## src/rtl/match_event_logger.sv

```systemverilog
// Timestamps match pulses against a free-running counter and queues them in a FIFO drained over valid/ready.
// Optional minimum-spacing filter on accepted matches: define MATCH_GAP_FILTER_EN.
module match_event_logger #(
  parameter int TS_W    = 16,
  parameter int DEPTH   = 8,
  parameter int CNT_W   = 16,
  parameter int MIN_GAP = 4
) (
  input  logic                       clk,
  input  logic                       rst_n,
  input  logic                       match_in,
  input  logic                       clear,
  output logic                       evt_valid,
  input  logic                       evt_ready,
  output logic [TS_W-1:0]            evt_data,
  output logic [CNT_W-1:0]           match_count,
  output logic [$clog2(DEPTH):0]     fifo_level,
  output logic                       overflow
);

  localparam int AW = $clog2(DEPTH);
  localparam int LW = AW + 1;

  function automatic logic [CNT_W-1:0] sat_inc(input logic [CNT_W-1:0] v);
    return (&v) ? v : v + CNT_W'(1);
  endfunction

  logic [TS_W-1:0] ts;
  logic [TS_W-1:0] mem [DEPTH];
  logic [AW-1:0]   wr_ptr;
  logic [AW-1:0]   rd_ptr;
  logic            accept;
  logic            push;
  logic            pop;

  // Free-running timestamp; a soft clear deliberately leaves it alone.
  always_ff @(posedge clk) begin
    if (!rst_n) ts <= '0;
    else        ts <= ts + TS_W'(1);
  end

`ifdef MATCH_GAP_FILTER_EN
  localparam int GW = $clog2(MIN_GAP + 1);
  logic [GW-1:0] gap_cnt;

  // Starts saturated so the first match after reset or clear always passes.
  always_ff @(posedge clk) begin
    if (!rst_n || clear)               gap_cnt <= GW'(MIN_GAP);
    else if (accept)                   gap_cnt <= GW'(1);
    else if (gap_cnt < GW'(MIN_GAP))   gap_cnt <= gap_cnt + GW'(1);
  end

  assign accept = match_in & ~clear & (gap_cnt >= GW'(MIN_GAP));
`else
  assign accept = match_in & ~clear;
`endif

  assign evt_valid = (fifo_level != '0);
  assign pop       = evt_valid & evt_ready;
  assign push      = accept & ((fifo_level < LW'(DEPTH)) | pop);
  assign evt_data  = evt_valid ? mem[rd_ptr] : '0;

  // FIFO control, counter and sticky flag
  always_ff @(posedge clk) begin
    if (!rst_n || clear) begin
      wr_ptr      <= '0;
      rd_ptr      <= '0;
      fifo_level  <= '0;
      match_count <= '0;
      overflow    <= 1'b0;
    end else begin
      if (push) wr_ptr <= wr_ptr + AW'(1);
      if (pop)  rd_ptr <= rd_ptr + AW'(1);
      case ({push, pop})
        2'b10:   fifo_level <= fifo_level + LW'(1);
        2'b01:   fifo_level <= fifo_level - LW'(1);
        default: fifo_level <= fifo_level;
      endcase
      if (accept)         match_count <= sat_inc(match_count);
      if (accept && !push) overflow   <= 1'b1;
    end
  end

  // Storage carries data only, so it is never reset.
  always_ff @(posedge clk) begin
    if (rst_n && push) mem[wr_ptr] <= ts;
  end

endmodule
```

## config.mk

```make
export PLATFORM = sky130hd
export DESIGN_NAME = match_event_logger
export DESIGN_NICKNAME = d
export VERILOG_FILES = /design/src/rtl/match_event_logger.sv
export SDC_FILE = /design/constraint.sdc
export NUM_CORES = 1
export LEC_CHECK = 0
export CORE_MARGIN = 3
export CORE_UTILIZATION = 40
export CTS_BUF_LIST = sky130_fd_sc_hd__clkbuf_4
export DETAILED_ROUTE_END_ITERATION = 10
export PLACE_DENSITY = 0.58
export SLEW_MARGIN = 5
export SYNTH_ARGS = -nofsm -noshare
export SYNTH_HDL_FRONTEND = slang
export SYNTH_SLANG_ARGS = --single-unit
```

## constraint.sdc

```tcl
create_clock -name clk -period 2.8 [get_ports clk]
set_input_delay 0.56 -clock clk [delete_from_list [all_inputs] [get_ports clk]]
set_output_delay 0.56 -clock clk [all_outputs]
set_load 0.02 [all_outputs]
```

==> results.md <==
- The most critical setup path has its endpoint at evt_data[1].
- The share of total power in the clock network is 35.0%.
- Of all nets on the critical path, the largest fanout is 8.
- Global routing used 15.14% of the available tracks.
- The total of buffers placed on input and output ports is 42.
- The multi-input combinational cell area is roughly 0.0022 sq mm.
- met2 is the most crowded layer.
- The total of max-cap violations is 0.
- Cell internal power was estimated by the tool at around 0.0035 W.
- The first global-routing pass estimated approximately 22000 um of wire.
- The post-cts hold buffer count is 0.
- The peak per-stage delay on the critical path is 0.49 ns.
- In this run the number of cells on the critical path is 5.
- Subtracting the final worst setup slack from the clock period gives approximately 2.7 ns.
- The sequential cells in the finished layout cover a total of around 0.0048 sq mm.
- The pin count of the biggest net entering global routing is 24.
- The type of element capturing the critical path is an output port.
- Fill cells in the final layout number approximately 1500.
- The sequential group share of total power is 61.4%.
- CTS built an H-tree with a depth of 4.
- Once placement completed, the tool counted placed cells totaling approximately 730.
- The tree is rooted in a clkbuf_4.
- The net count after synthesis is about 470.
- The utilization of the core after routing is around half.
- For this design, the sink count on the clock tree is 174.
- Once the clock tree was built, the setup fixing pass inserted 0 buffers.
- The worst register-to-register path ends at match_count[5].
- The worst pin sits at a relative slew slack of a little under a quarter.
- The switching power summed over all nets is 0.0009695 W.
- Synthesis inferred approximately 170 register bits.
- Setup repair after global routing could not meet its margin everywhere.
- The HPWL reported at the end of detailed placement is about 9000 um.
- The number of buffers and inverters on the critical path is 2.
- The cell depth of the worst min-delay path is 2.
- The worst-case setup slack after placement is between 0.05 and 0.06 ns.
- After Yosys synthesis, and, or, nand and nor cells account for a little over a tenth of the synthesized area.
- Of the total synthesized cell area, the portion taken by full adders, half adders and majority gates is approximately 1.2%.
- On the critical path the largest part of the delay comes from multiplexers.
- The final cell count without fillers is ~760.
- The area of the core region is 0.01694 sq mm.
- The data arrival time of the critical path is 2.11 ns.
- The number of top-level pins is between 40 and 50.
- The highest clock rate is around 0.37 GHz.
- The min-delay analysis places its worst path in the category reg2reg.
- The type of the worst setup path is reg2out.
- TritonCTS created 17 clock buffers.
- Summed over all cells, the static leakage comes to roughly 2.7 nW.
- The worst-case IR drop observed on VDD is 0.2062 mV.
- The xor-xnor portion of the synthesized cell area is under 10%.
- The clock tree from TritonCTS is yes.
- The floorplan step defined a die boundary enclosing between 0.015 and 0.02 sq mm.
- The number of global-route vias before repair was 3951.
- The average instance in the mapped netlist occupies between 15 and 20 sq um.
- The part of the cycle the worst path needs is between 90% and 100%.
- In this run the horizontal extent of the chip is ~140 um.
- The cell at the slowest stage of the critical path is mux4_2.
- The run finished with clean final reports.
- The proportion of synthesized area in mux cells is 12.76%.
- After global routing the overflow that remains totals 0.
- The total via count after detailed routing is 4116.
- Traced cell by cell, the critical path runs through clkbuf_16, mux4_2, mux2i_1, nor2_1, buf_2.
- The number of cells on the worst reg-to-reg path is 5.
- The final hold violation count was 0.
- The areal power density over the cells is around 550 mW/mm^2.
- The source-to-sink clock delay at the later pin of the worst-skew pair is ~0.57 ns.
- After detailed routing, the average wire length per cell comes to approximately 19 um.
- Global routing used roughly 3.7% of the available met3 tracks.
- Global routing used roughly a quarter of the available met2 tracks.
- The combinational fraction of design power is about 3.6%.
- After the last flow step, the layout net total stands at between 500 and 600.
- The setup slack of the worst register-to-register path is ~0.33 ns.
- The clock skew after layout is between 0.01 and 0.015 ns.
- The wire length after detailed routing is 14520 um.
- Cells with a size suffix above 1 make up about a quarter of the layout.
- The detail-routed via count per cell is between 5 and 6.
- The largest family of logic cells by synthesized area is multiplexers.
- The height of the die is around 140 um.
- The violation count after the first detailed-route iteration is ~250.
- In this run, distinct cell masters in the synthesized netlist total between 40 and 50.
- The startpoint of the lowest-slack register-to-register path is match_count[0].
- For the pin with the worst max-slew slack, the measured transition is ~1.1 ns.
- Once the floorplan was initialized, standard cells occupied between 40% and 50% of the core.
- The required time reported for the critical path endpoint is 2.24 ns.
- The kind of start point of the critical path is a flop.
- The switching fraction of total power is roughly 21%.
- The number of DRC violations after detailed routing is 0.
- The maximum clock path buffer count is 2.
- Global routing used about a fifth of the available met1 tracks.
- Setup violations remaining at the end of the flow were counted as 0.
- Summing the areas of all compound-gate instances in the mapped netlist gives 4.006% of the synthesized area.
- The number of standard cells after synthesis is about 460.
- The number of pins with negative max-slew slack in the final report is 0.
- The final weighted congestion in routability-driven placement is roughly 0.80.
- The count of warnings emitted by yosys is 0.
- The first-pass iteration count of the detailed router is 4.
- The initial antenna violation count is 1.
- The area added between synthesis and finish is 17.04%.
- The number of placement rows is 47.
- The cell area that synthesis handed to floorplanning was ~0.007 sq mm.
- Summing the sequential cell areas from Yosys gives just under 70% of the chip area.
- Clock-pin slew was measured on the worst setup and hold paths at 0.13 ns.
- In this run the remaining antenna-violating nets after routing total 0.
- Across all setup checks in the final design, the least slack found is 0.1270 ns.
metrics by stage:
step / TNS (ns) / total power, W / hold slack (ns) / instance area [sq um]
2_1_floorplan: 0 / 0.002927 / 0.4625 / 7058
3_3_place_gp: 0 / 0.003000 / 0.4628 / 7960
3_5_place_dp: 0 / 0.003005 / 0.4762 / 7960
4_1_cts: -0.009215 / 0.004561 / 0.5124 / 8289
5_1_grt: -0.009349 / 0.004684 / 0.5290 / 8260
6_report: 0 / 0.004515 / 0.5033 / 8260
power by group through the flow:
stage                     Sequential [W]  Clock (W)  Combinational (W)
after floorplan                  0.00282          0           0.000103
after global placement           0.00283          0           0.000174
after detailed placement         0.00283          0           0.000176
after CTS                        0.00277    0.00162           0.000171
after global routing             0.00277    0.00173           0.000179
final                            0.00277    0.00158           0.000165
area by class of cell:
| class | instances | share of cell area [%] |
|---|---|---|
| sequential | 174 | 57.72 |
| antenna | 1 | 0.03029 |
| multi-input combinational | 256 | 26.66 |
| clock inverter | 14 | 2.302 |
| inverter | 5 | 0.2272 |
| clock buffer | 18 | 1.636 |
| tap | 220 | 3.332 |
| timing repair buffer | 76 | 8.088 |
how the worst min path moves through the flow:
| stage | start | end | slack [ns] |
|---|---|---|---|
| after floorplan | wr_ptr[0] | wr_ptr[0] | 0.46 |
| after global placement | overflow | overflow | 0.46 |
| after detailed placement | overflow | overflow | 0.48 |
| after CTS | overflow | overflow | 0.51 |
| after global routing | match_count[11] | match_count[11] | 0.53 |
| final | overflow | overflow | 0.50 |
logic make-up (layout without fill, tap and decap cells):
group / count (synthesis) / count (layout)
other cells: 0 / 1
mux: 50 / 50
compound gates: 43 / 43
simple gates: 139 / 139
flops: 174 / 174
fa+ha+maj: 7 / 7
buf+inv: 25 / 113
xor+xnor: 17 / 17
layer usage:
metal	routed length, um	vias up
met5	0	-
met4	327	0
met3	519	22
met2	6948	76
met1	6726	2099
li1	-	1919
timing repair:
action / in CTS / in global routing
gates cloned: 0 / 2
gates resized for setup: 40 / 16
endpoints found under the setup margin: 16 / 15
layout by cell type (no fill, tap or decap), types with 3 or more instances in the layout:
cell | netlist | layout
nand2b_1 | 3 | 3
clkbuf_2 | 0 | 9
inv_1 | 5 | 5
and3_1 | 3 | 3
ha_1 | 7 | 7
nand2_1 | 18 | 18
a21oi_2 | 5 | 5
o21ai_1 | 4 | 4
mux2i_1 | 18 | 18
dfxtp_1 | 46 | 45
and2_1 | 12 | 12
nand4_1 | 8 | 8
o31ai_1 | 3 | 3
a21boi_0 | 3 | 3
nor3_1 | 9 | 5
nor2_1 | 34 | 34
buf_4 | 0 | 29
clkdlybuf4s50_1 | 0 | 26
bufinv_16 | 0 | 4
or3_1 | 12 | 12
nor3_2 | 0 | 4
buf_12 | 1 | 3
clkbuf_4 | 0 | 18
o21ai_0 | 10 | 10
buf_2 | 4 | 7
edfxtp_1 | 128 | 128
nor4_1 | 5 | 5
xnor2_1 | 4 | 4
xor2_1 | 12 | 12
a21oi_1 | 10 | 10
nor2b_1 | 6 | 6
mux4_2 | 32 | 32
or4_1 | 5 | 5
nand3_1 | 17 | 17
flip-flops by register name, summed over array words and instances, names as in the netlist, named ones only:
name,cells
mem,128
match_count,16
ts,16
fifo_level,4
rd_ptr,3
wr_ptr,3
overflow,1
Yosys cell counts (all sizes together):
cell type	number	area, sq um
a21boi	3	22.52
and2	12	75.07
inv	5	18.77
mux2i	18	180.2
nand2	18	67.56
clkbuf	13	48.80
o31ai	3	22.52
xnor2	4	35.03
nand4	8	50.05
edfxtp	128	3844
a21oi	15	93.84
or3b	1	8.760
nor2b	6	37.54
dfxtp	46	920.9
nor3	9	45.04
xor2	13	121.4
o211ai	2	15.01
or4	5	37.54
nor4b	1	8.760
and3	3	18.77
a211o	1	8.760
nand2b	3	18.77
ha	7	87.58
nor4	6	52.55
or3	12	75.07
mux4	32	720.7
o41ai	1	16.27
o21ai	16	87.59
a41o	1	10.01
nand3	17	85.08
nor2	34	127.6
a31oi	1	6.260
and4	2	17.52
buf	7	55.05
nor4bb	1	10.01
nand3b	1	7.510
worst min-delay path, cell delays in order (launching register included):
cell and delay, ns:
dfxtp_1 0.36, a21oi_1 0.04, nor2_1 0.08
No activity file was read; power rests on OpenSTA's default activity.
